## src/rtl/top_float2int.sv

```systemverilog
// top_float2int: converts the half-precision float held in data memory
// bytes 64/65 into a 16-bit sign-magnitude integer at bytes 66/67. The
// conversion runs once after each reset release. It steps through the
// states IDLE, LD_HI, LD_LO, CONV, ST_HI, ST_LO and DONE, moving one state
// per clock.

// data_mem: 256 x 8 byte memory. Reads are combinational on the address.
// Writes happen on the rising edge of clk while we is high.
module data_mem (
   input  logic       clk,
   input  logic       we,
   input  logic [7:0] addr,
   input  logic [7:0] wdata,
   output logic [7:0] rdata
);

   logic [7:0] my_memory [0:255];

   assign rdata = my_memory[addr];

   // Synchronous byte write.
   // NOTE: the array has no reset, so contents preloaded during reset survive it.
   always_ff @(posedge clk) begin
      if (we) begin
         my_memory[addr] <= wdata;
      end
   end

endmodule

module top_float2int (
   input  logic clk,
   input  logic reset,
   output logic done
);

   // State encoding
   localparam logic [2:0] IDLE  = 3'd0;
   localparam logic [2:0] LD_HI = 3'd1;
   localparam logic [2:0] LD_LO = 3'd2;
   localparam logic [2:0] CONV  = 3'd3;
   localparam logic [2:0] ST_HI = 3'd4;
   localparam logic [2:0] ST_LO = 3'd5;
   localparam logic [2:0] DONE  = 3'd6;

   // Memory map of operand and result bytes
   localparam logic [7:0] ADDR_OP_HI  = 8'd64;
   localparam logic [7:0] ADDR_OP_LO  = 8'd65;
   localparam logic [7:0] ADDR_RES_HI = 8'd66;
   localparam logic [7:0] ADDR_RES_LO = 8'd67;

   // Half-precision field boundaries, expressed on the biased exponent E
   localparam logic [4:0] EXP_BIAS    = 5'd15;  // e = 0
   localparam logic [4:0] EXP_UNITY   = 5'd25;  // e = 10, m used unshifted
   localparam logic [4:0] EXP_SAT     = 5'd30;  // e = 15, first saturating value

   logic [2:0]  state;
   logic [2:0]  state_next;
   logic [15:0] operand;
   logic [15:0] result;
   logic [15:0] conv_value;

   logic        mem_we;
   logic [7:0]  mem_addr;
   logic [7:0]  mem_wdata;
   logic [7:0]  mem_rdata;

   logic        op_sign;
   logic [4:0]  op_exp;
   logic [10:0] op_mant;
   logic [14:0] mag;

   data_mem data_mem1 (
      .clk   (clk),
      .we    (mem_we),
      .addr  (mem_addr),
      .wdata (mem_wdata),
      .rdata (mem_rdata)
   );

   // Next-state logic: a fixed walk through the sequence, holding in DONE.
   // NOTE: every always_comb output gets a default first so no latch is inferred.
   always_comb begin
      state_next = state;
      case (state)
         IDLE:    state_next = LD_HI;
         LD_HI:   state_next = LD_LO;
         LD_LO:   state_next = CONV;
         CONV:    state_next = ST_HI;
         ST_HI:   state_next = ST_LO;
         ST_LO:   state_next = DONE;
         DONE:    state_next = DONE;
         default: state_next = IDLE;
      endcase
   end

   // Memory port control. The address is steered by the state. Writes are
   // gated by reset so that an abort takes effect on the same edge.
   always_comb begin
      mem_we    = 1'b0;
      mem_addr  = ADDR_OP_HI;
      mem_wdata = 8'h00;
      case (state)
         LD_HI: mem_addr = ADDR_OP_HI;
         LD_LO: mem_addr = ADDR_OP_LO;
         ST_HI: begin
            mem_we    = ~reset;
            mem_addr  = ADDR_RES_HI;
            mem_wdata = result[15:8];
         end
         ST_LO: begin
            mem_we    = ~reset;
            mem_addr  = ADDR_RES_LO;
            mem_wdata = result[7:0];
         end
         default: begin
            mem_we    = 1'b0;
            mem_addr  = ADDR_OP_HI;
            mem_wdata = 8'h00;
         end
      endcase
   end

   // Float-to-integer datapath: decode, shift or saturate, then suppress -0.
   always_comb begin
      op_sign = operand[15];
      op_exp  = operand[14:10];
      op_mant = {(op_exp != 5'd0), operand[9:0]};
      mag     = 15'd0;
      if (op_exp < EXP_BIAS) begin
         // |value| < 1; this also covers zero and denormals.
         mag = 15'd0;
      end else if (op_exp >= EXP_SAT) begin
         // Too large for 15 bits, or inf/NaN.
         mag = 15'h7FFF;
      end else if (op_exp >= EXP_UNITY) begin
         // Left shift by at most 4. 2047 << 4 = 32752 still fits in 15 bits.
         mag = {4'b0000, op_mant} << (op_exp - EXP_UNITY);
      end else begin
         // Right shift. Fraction bits fall off, which truncates toward zero.
         mag = {4'b0000, op_mant >> (EXP_UNITY - op_exp)};
      end
      conv_value = {op_sign & (mag != 15'd0), mag};
   end

   // State and operand/result registers, cleared by the synchronous reset.
   // NOTE: sequential state uses non-blocking assignments so all registers update together.
   always_ff @(posedge clk) begin
      if (reset) begin
         state   <= IDLE;
         operand <= 16'h0000;
         result  <= 16'h0000;
      end else begin
         state <= state_next;
         case (state)
            LD_HI:   operand[15:8] <= mem_rdata;
            LD_LO:   operand[7:0]  <= mem_rdata;
            CONV:    result        <= conv_value;
            default: ;
         endcase
      end
   end

   assign done = (state == DONE);

endmodule

```

## config.mk

```make
export PLATFORM = sky130hd
export DESIGN_NAME = top_float2int
export DESIGN_NICKNAME = d
export VERILOG_FILES = /design/src/rtl/top_float2int.sv
export SDC_FILE = /design/constraint.sdc
export NUM_CORES = 1
export LEC_CHECK = 0
export CAP_MARGIN = 10
export CELL_PAD_IN_SITES_DETAIL_PLACEMENT = 2
export CELL_PAD_IN_SITES_GLOBAL_PLACEMENT = 2
export CORE_AREA = 2 2 39 41
export DETAILED_ROUTE_END_ITERATION = 7
export DIE_AREA = 0 0 41 43
export GPL_ROUTABILITY_DRIVEN = 1
export MAX_ROUTING_LAYER = met4
export PLACE_DENSITY_LB_ADDON = 0.2
export SYNTH_ARGS = -nofsm -noshare
export SYNTH_HDL_FRONTEND = slang
export SYNTH_SLANG_ARGS = --single-unit
```

## constraint.sdc

```tcl
create_clock -name clk -period 1.2 [get_ports clk]
set_clock_uncertainty 0.15 [all_clocks]
set_input_delay 0.18 -clock clk [delete_from_list [all_inputs] [get_ports clk]]
set_output_delay 0.18 -clock clk [all_outputs]
set_load 0.05 [all_outputs]
```

; Word-level counts from Yosys, hierarchy flattened
; Index checks and enable logic that the tools add are counted.
[totals]
reg_bits = 3
in_bits = 2
out_inout_bits = 1
elab_cells = 10
[classes]
eq_ne = 6
mux = 1
n_reduce_logical = 2
[ops]
columns = operator, n
row1 = $pmux W3 S6, 1
row2 = $eq A3 B3 Y1 const B, 3
row3 = $eq A3 B2 Y1 const B, 2
row4 = $eq A3 B1 Y1 const B, 1
row5 = $logic_not A3 Y1, 1
row6 = $reduce_or A2 Y1, 1

; Longest topological paths before layout
; Gate-level depths: netlist of run 1.
[logic_depth]
depth_word = 3
depth_mapped = 4
depth_no_buf = 4

; Worst setup path before layout of run 1
; No wires, ideal clock.
[synth_path]
path_type = reg-to-output
start = reg state[0]
end = out done
arrival_time_ps = 883
t_required_ps = 870
setup_slack_ps = -13
stages_incl_launch_ff = 4
path_buffers = 0
path_cell_list = dfxtp_1 > inv_1 > ha_1 > and2_2
[synth_via]
elab_chain_cells = 1
[synth_rtl]
columns = item, line
row1 = start: declaration, 57  ; logic [2:0] state;
row2 = start signal: assignment, 154  ; state <= state_next;
row3 = $eq A3 B3 Y1, 164  ; assign done = (state == DONE);
row4 = end: declaration, 34  ; output logic done
; Every way passes these cells.

; Final worst setup path of run 1
; Same ends and word-level chain as after synthesis.

==> results.py, run 1 <==
metrics = {
    "sta": {
        "hold_viol_final": 0,
        "rsz0062_at_grt": "yes",
        "max_freq_mhz": 726,
        "worst_slew_pin_slew_ns": 0.155,
        "fin_crit_ns": 1.38,
        "relSlewSlack_pct": 89.7,
        "finalSetupTns_ns": -0.178,
        "drv_slew": 0,
        "finalSetupViolations": 1,
        "worst_slack_ns": -0.178,
        "min_period_over_period_pct": 115,
    },
    "layout": {
        "final_util_pct": 22.7,
        "top_regs": "state: 3 flops",
        "diodes": 0,
        "nNetsFinal": 34,
        "drive_gt1_share_pct": 59.3,
        "multi_input_area_um2": 134,
        "design_area_um2": 314,
        "fillers": 156,
        "largest_reg_flops": 3,
        "syn_to_final_growth_pct": 93.1,
        "max_flop_register": "state",
        "seq_area_um2": 62.6,
    },
    "route": {
        "drtAntennaViolNets": 0,
        "drc": 0,
        "via_per_inst": 3.37,
        "drt_iter0_drc": 0,
        "drtPass1Iterations": 1,
        "finalWirelength_um": 396,
        "vias": 145,
        "wl_per_cell_um": 9.21,
    },
    "setup_path": {
        "startpoint_type": "flip-flop",
        "critPathKind": "flip-flop to output port",
        "arrival_ns": 1.05,
        "worstPathMaxFanout": 2,
        "end_kind": "output port",
        "required_ns": 0.87,
    },
    "global_routing": {
        "antenna_found_initial": 0,
        "grt_max_degree": 5,
        "grt_pass1_wl_um": 669,
        "grt_pass1_vias": 172,
        "grt_usage_pct": 7.10,
        "globalRouteOverflowTotal": 0,
    },
    "logic_synthesis": {
        "synth_most_common_cell": "ha_1",
        "synth-edff-count": 0,
        "ys_ff_latch": 3,
        "yosys.area.top_type": "dfxtp_1",
        "synth_top_area_share_pct": 36.9,
        "synth_nets": 23,
        "synth_warnings": 0,
        "synthCells": 17,
        "synth_area_leaders": "dfxtp_1 (37%), ha_1 (31%), inv_1 (6.9%), a211oi_1 (4.6%), and2_2 (4.6%)",
        "syn_area_um2": 163,
        "synth-async-reset-ratio_pct": 0,
        "ys_seq_area_share_pct": 36.9,
        "ys_types": 10,
        "postSynthAreaPerCell_um2": 9.57,
        "synthFlopType": "dfxtp_1",
        "yosys-top-cells-count": "ha_1 (4), dfxtp_1 (3), inv_1 (3)",
    },
    "clock_network": {
        "clkSinkCount": 3,
        "cts_tree": "done",
        "clk_path_buf_depth": 2,
        "path_clk_slew_ns": 0.04,
        "cts-root-buf": "clkbuf_4",
        "htreeDepth": 1,
        "clkLatencyLatePin_ns": 0.23,
        "cts-hold-fix-buffers": 0,
        "numCtsBuffers": 3,
    },
    "die": {
        "row_count": 14,
        "core_area_um2": 1380,
        "initial_core_util_pct": 11.8,
        "ioPinCount": 3,
        "dieArea_um2": 1760,
        "die_x_um": 41,
        "dieHeight_um": 43,
    },
    "place": {
        "port_buffers": 2,
        "gp_congestion": 0.651,
        "place_area_um2": 221,
        "pre_cts_slack_ns": -0.0323,
        "dp_hpwl_um": 272,
    },
    "hold_path": {
        "hold_class": "flip-flop to flip-flop",
    },
    "power": {
        "peakVddDrop_uv": 572,
        "p_per_area_nw_per_um2": 2000,
        "power.leakage_nw": 0.130,
        "total_power_mw": 0.629,
    },
    "run_status": {
        "violations": "setup timing",
        "outcome": "finished, violations left",
    },
    "run": {
        "drv_cap": 0,
    },
}
-- cell type report --
type	count	area share [%]
Clock buffer	4	8.37
Inverter	3	3.59
Multi-Input combinational cell	11	42.6
Sequential cell	3	19.9
Tap cell	16	6.37
Timing Repair Buffer	6	19.1
-- worst max-delay path, stage by stage, from the launching register on --
cell and delay, ns:
dfxtp_2 0.32, inv_2 0.05, ha_4 0.15, and2_4 0.15
buf_12 0.14
-- routing by layer --
metal | up-vias | track usage, % | wire (µm)
met1 | 67 | 4.50 | 101
li1 | 73 | - | -
met5 | - | - | 0
met3 | 2 | 1.57 | 16
met2 | 3 | 10.6 | 268
met4 | 0 | 12.0 | 10
-- path summary, 6_finish.rpt --
check,startpoint,end,slack [ns],cells past startpoint
worst max-delay path,state[0],done,-0.18,4
worst min-delay path,state[2],state[2],0.37,1
worst max register to register,state[0],state[2],0,5
worst min register to register,state[2],state[2],0.37,1
-- placed cells by master, fill, tap and decap left out, drive strengths merged --
cell           n
a211oi         1
a21oi          1
and2           1
buf            5
clkbuf         4
clkdlybuf4s50  1
dfxtp          3
ha             4
inv            3
nand2b         1
nor2           1
nor2b          1
nor3           1
-- power breakdown --
part / switching [mW] / internal, mW
sequential: 0.0286 / 0.133
combinational: 0.127 / 0.164
clock: 0.0507 / 0.125
total: 0.207 / 0.422
-- cell families after synthesis --
logic type,Yosys count,share of synthesized area (%)
and+or+nand+nor,5,17.7
adders and majority gates,4,30.8
buffers and inverters,3,6.92
DFF,3,36.9
AOI/OAI and AO/OA,2,7.69
-- what timing repair did --
item	in CTS	in global routing
buffers inserted	2	3
cloned	0	0
endpoints found under the setup margin	2	2
gates resized for setup	10	0
pin swaps	3	4
-- stage by stage --
stage,hold slack [ns],instances
after floorplan,0.0991,17
after global placement,0.351,36
final,0.370,43
after detailed placement,0.363,36
after CTS,0.375,42
after global routing,0.413,43
Note: power is estimated with default switching activity, not from simulation.
==> inputs of run 2 (changes only) <==
GPL_ROUTABILITY_DRIVEN = 0   (was 1)
PLACE_DENSITY_LB_ADDON = 0.1   (was 0.2)
SKIP_LAST_GASP = 1   (was default)
==> results.py, run 2 (synthesis gave the netlist of run 1 again) <==
metrics = {
    "place": {
        "place_area_um2": 221,
        "port_buffers": 2,
        "dp_hpwl_um": 282,
        "pre_cts_slack_ns": -0.0775,
    },
    "setup_path": {
        "worstPathMaxFanout": 2,
        "startpoint_type": "flip-flop",
        "critPathKind": "flip-flop to output port",
        "arrival_ns": 1.05,
        "end_kind": "output port",
        "required_ns": 0.87,
    },
    "power": {
        "p_per_area_nw_per_um2": 1990,
        "power_frac_comb_pct": 45.4,
        "p_sw_mw": 0.204,
        "power.share.clock_pct": 28.3,
        "power.leakage_nw": 0.130,
        "seqPwrFrac_pct": 26.3,
        "peakVddDrop_uv": 631,
        "swShare_pct": 32.7,
        "total_power_mw": 0.625,
        "intPower_mw": 0.421,
    },
    "clock_network": {
        "htreeDepth": 1,
        "cts_tree": "done",
        "clk_path_buf_depth": 2,
        "cts-hold-fix-buffers": 0,
        "path_clk_slew_ns": 0.04,
        "clkLatencyLatePin_ns": 0.23,
        "numCtsBuffers": 3,
        "cts-root-buf": "clkbuf_4",
        "clkSinkCount": 3,
    },
    "run_status": {
        "violations": "setup timing",
        "outcome": "finished, violations left",
    },
    "die": {
        "initial_core_util_pct": 11.8,
        "ioPinCount": 3,
        "dieHeight_um": 43,
        "die_x_um": 41,
        "row_count": 14,
        "dieArea_um2": 1760,
        "core_area_um2": 1380,
    },
    "sta": {
        "min_period_over_period_pct": 115,
        "hold_viol_final": 0,
        "worst_slew_pin_slew_ns": 0.149,
        "max_freq_mhz": 723,
        "rsz0062_at_grt": "yes",
        "hold-worst-slack_ns": 0.360,
        "relSlewSlack_pct": 90.1,
        "worst_slack_ns": -0.184,
        "drv_slew": 0,
        "finalSetupViolations": 1,
        "fin_crit_ns": 1.38,
    },
    "route": {
        "drtPass1Iterations": 1,
        "wl_per_cell_um": 8.56,
        "vias": 137,
        "finalWirelength_um": 368,
        "drc": 0,
        "drtAntennaViolNets": 0,
        "via_per_inst": 3.19,
        "drt_iter0_drc": 0,
    },
    "layout": {
        "drive_gt1_share_pct": 59.3,
        "design_area_um2": 314,
        "syn_to_final_growth_pct": 93.1,
        "max_flop_register": "state",
        "top_regs": "state: 3 flops",
        "nNetsFinal": 34,
        "diodes": 0,
        "largest_reg_flops": 3,
        "mostFrequentLayoutCells": "buf_4 (4), clkbuf_4 (3)",
        "final_common_cell": "buf_4",
    },
    "global_routing": {
        "grtUsageMet1_pct": 6.05,
        "grt_usage_pct": 6.56,
        "gr-usage-met2_pct": 9.38,
        "globalRouteOverflowTotal": 0,
        "met3_usage_pct": 1.57,
        "antenna_found_initial": 0,
        "grt_max_degree": 5,
        "grt_pass1_wl_um": 696,
        "busiest_layer": "met2",
        "grt_pass1_vias": 170,
    },
    "hold_path": {
        "hold_class": "flip-flop to flip-flop",
    },
    "run": {
        "drv_cap": 0,
    },
}
==> run 2: cell counts in the layout (fill, tap and decap cells not counted) <==
No cell type changed its count.
==> run 2: stage by stage <==
stage | setup TNS [ns] | cells | utilization, %
finish | -0.184 | 43 | 22.7
global route | -0.262 | 43 | 22.7
CTS | -0.207 | 42 | 21.2
detailed placement | -0.0912 | 36 | 16.0
global placement | -0.0867 | 36 | 16.0
floorplan | 0 | 17 | -
==> run 2: worst paths after layout <==
path / start / end / slack (ns) / depth (start not counted)
setup / recovery: state[0] / done / -0.18 / 4
hold / removal: state[2] / state[2] / 0.36 / 1
setup reg to reg: state[0] / state[2] / 0.01 / 5
hold reg to reg: state[2] / state[2] / 0.36 / 1
==> run 2: layer usage <==
| metal | vias up | part of all wire, % |
|---|---|---|
| met3 | 0 | 2.4 |
| met2 | 2 | 62 |
| met1 | 62 | 35 |
| met5 | - | 0 |
| li1 | 73 | - |
| met4 | 0 | 0 |
==> run 2: worst max-delay path, cell delays in order (launching register included) <==
cell     delay, ns
dfxtp_2       0.33
inv_2         0.05
ha_4          0.15
and2_4        0.15
buf_12        0.14
==> run 2: cell type report <==
type	count	area [µm²]
Fill cell	158	1070
Timing Repair Buffer	6	60.1
Tap cell	16	20.0
Sequential cell	3	62.6
Multi-Input combinational cell	11	134
Inverter	3	11.3
Clock buffer	4	26.3
==> run 2: power by group through the flow <==
stage	clock (mW)	sequential (mW)	combinational, mW
2_1_floorplan	0	0.148	0.0952
3_3_place_gp	0	0.151	0.150
3_5_place_dp	0	0.153	0.151
4_1_cts	0.187	0.160	0.231
5_1_grt	0.202	0.168	0.323
6_report	0.177	0.165	0.284
==> run 2: repair_timing <==
item / 4_1_cts / 5_1_grt
gates resized for setup: 7 / 3
endpoints found under the hold margin: 0 / 0
pin swaps: 2 / 4
buffers inserted: 2 / 2
setup endpoints to repair: 2 / 2
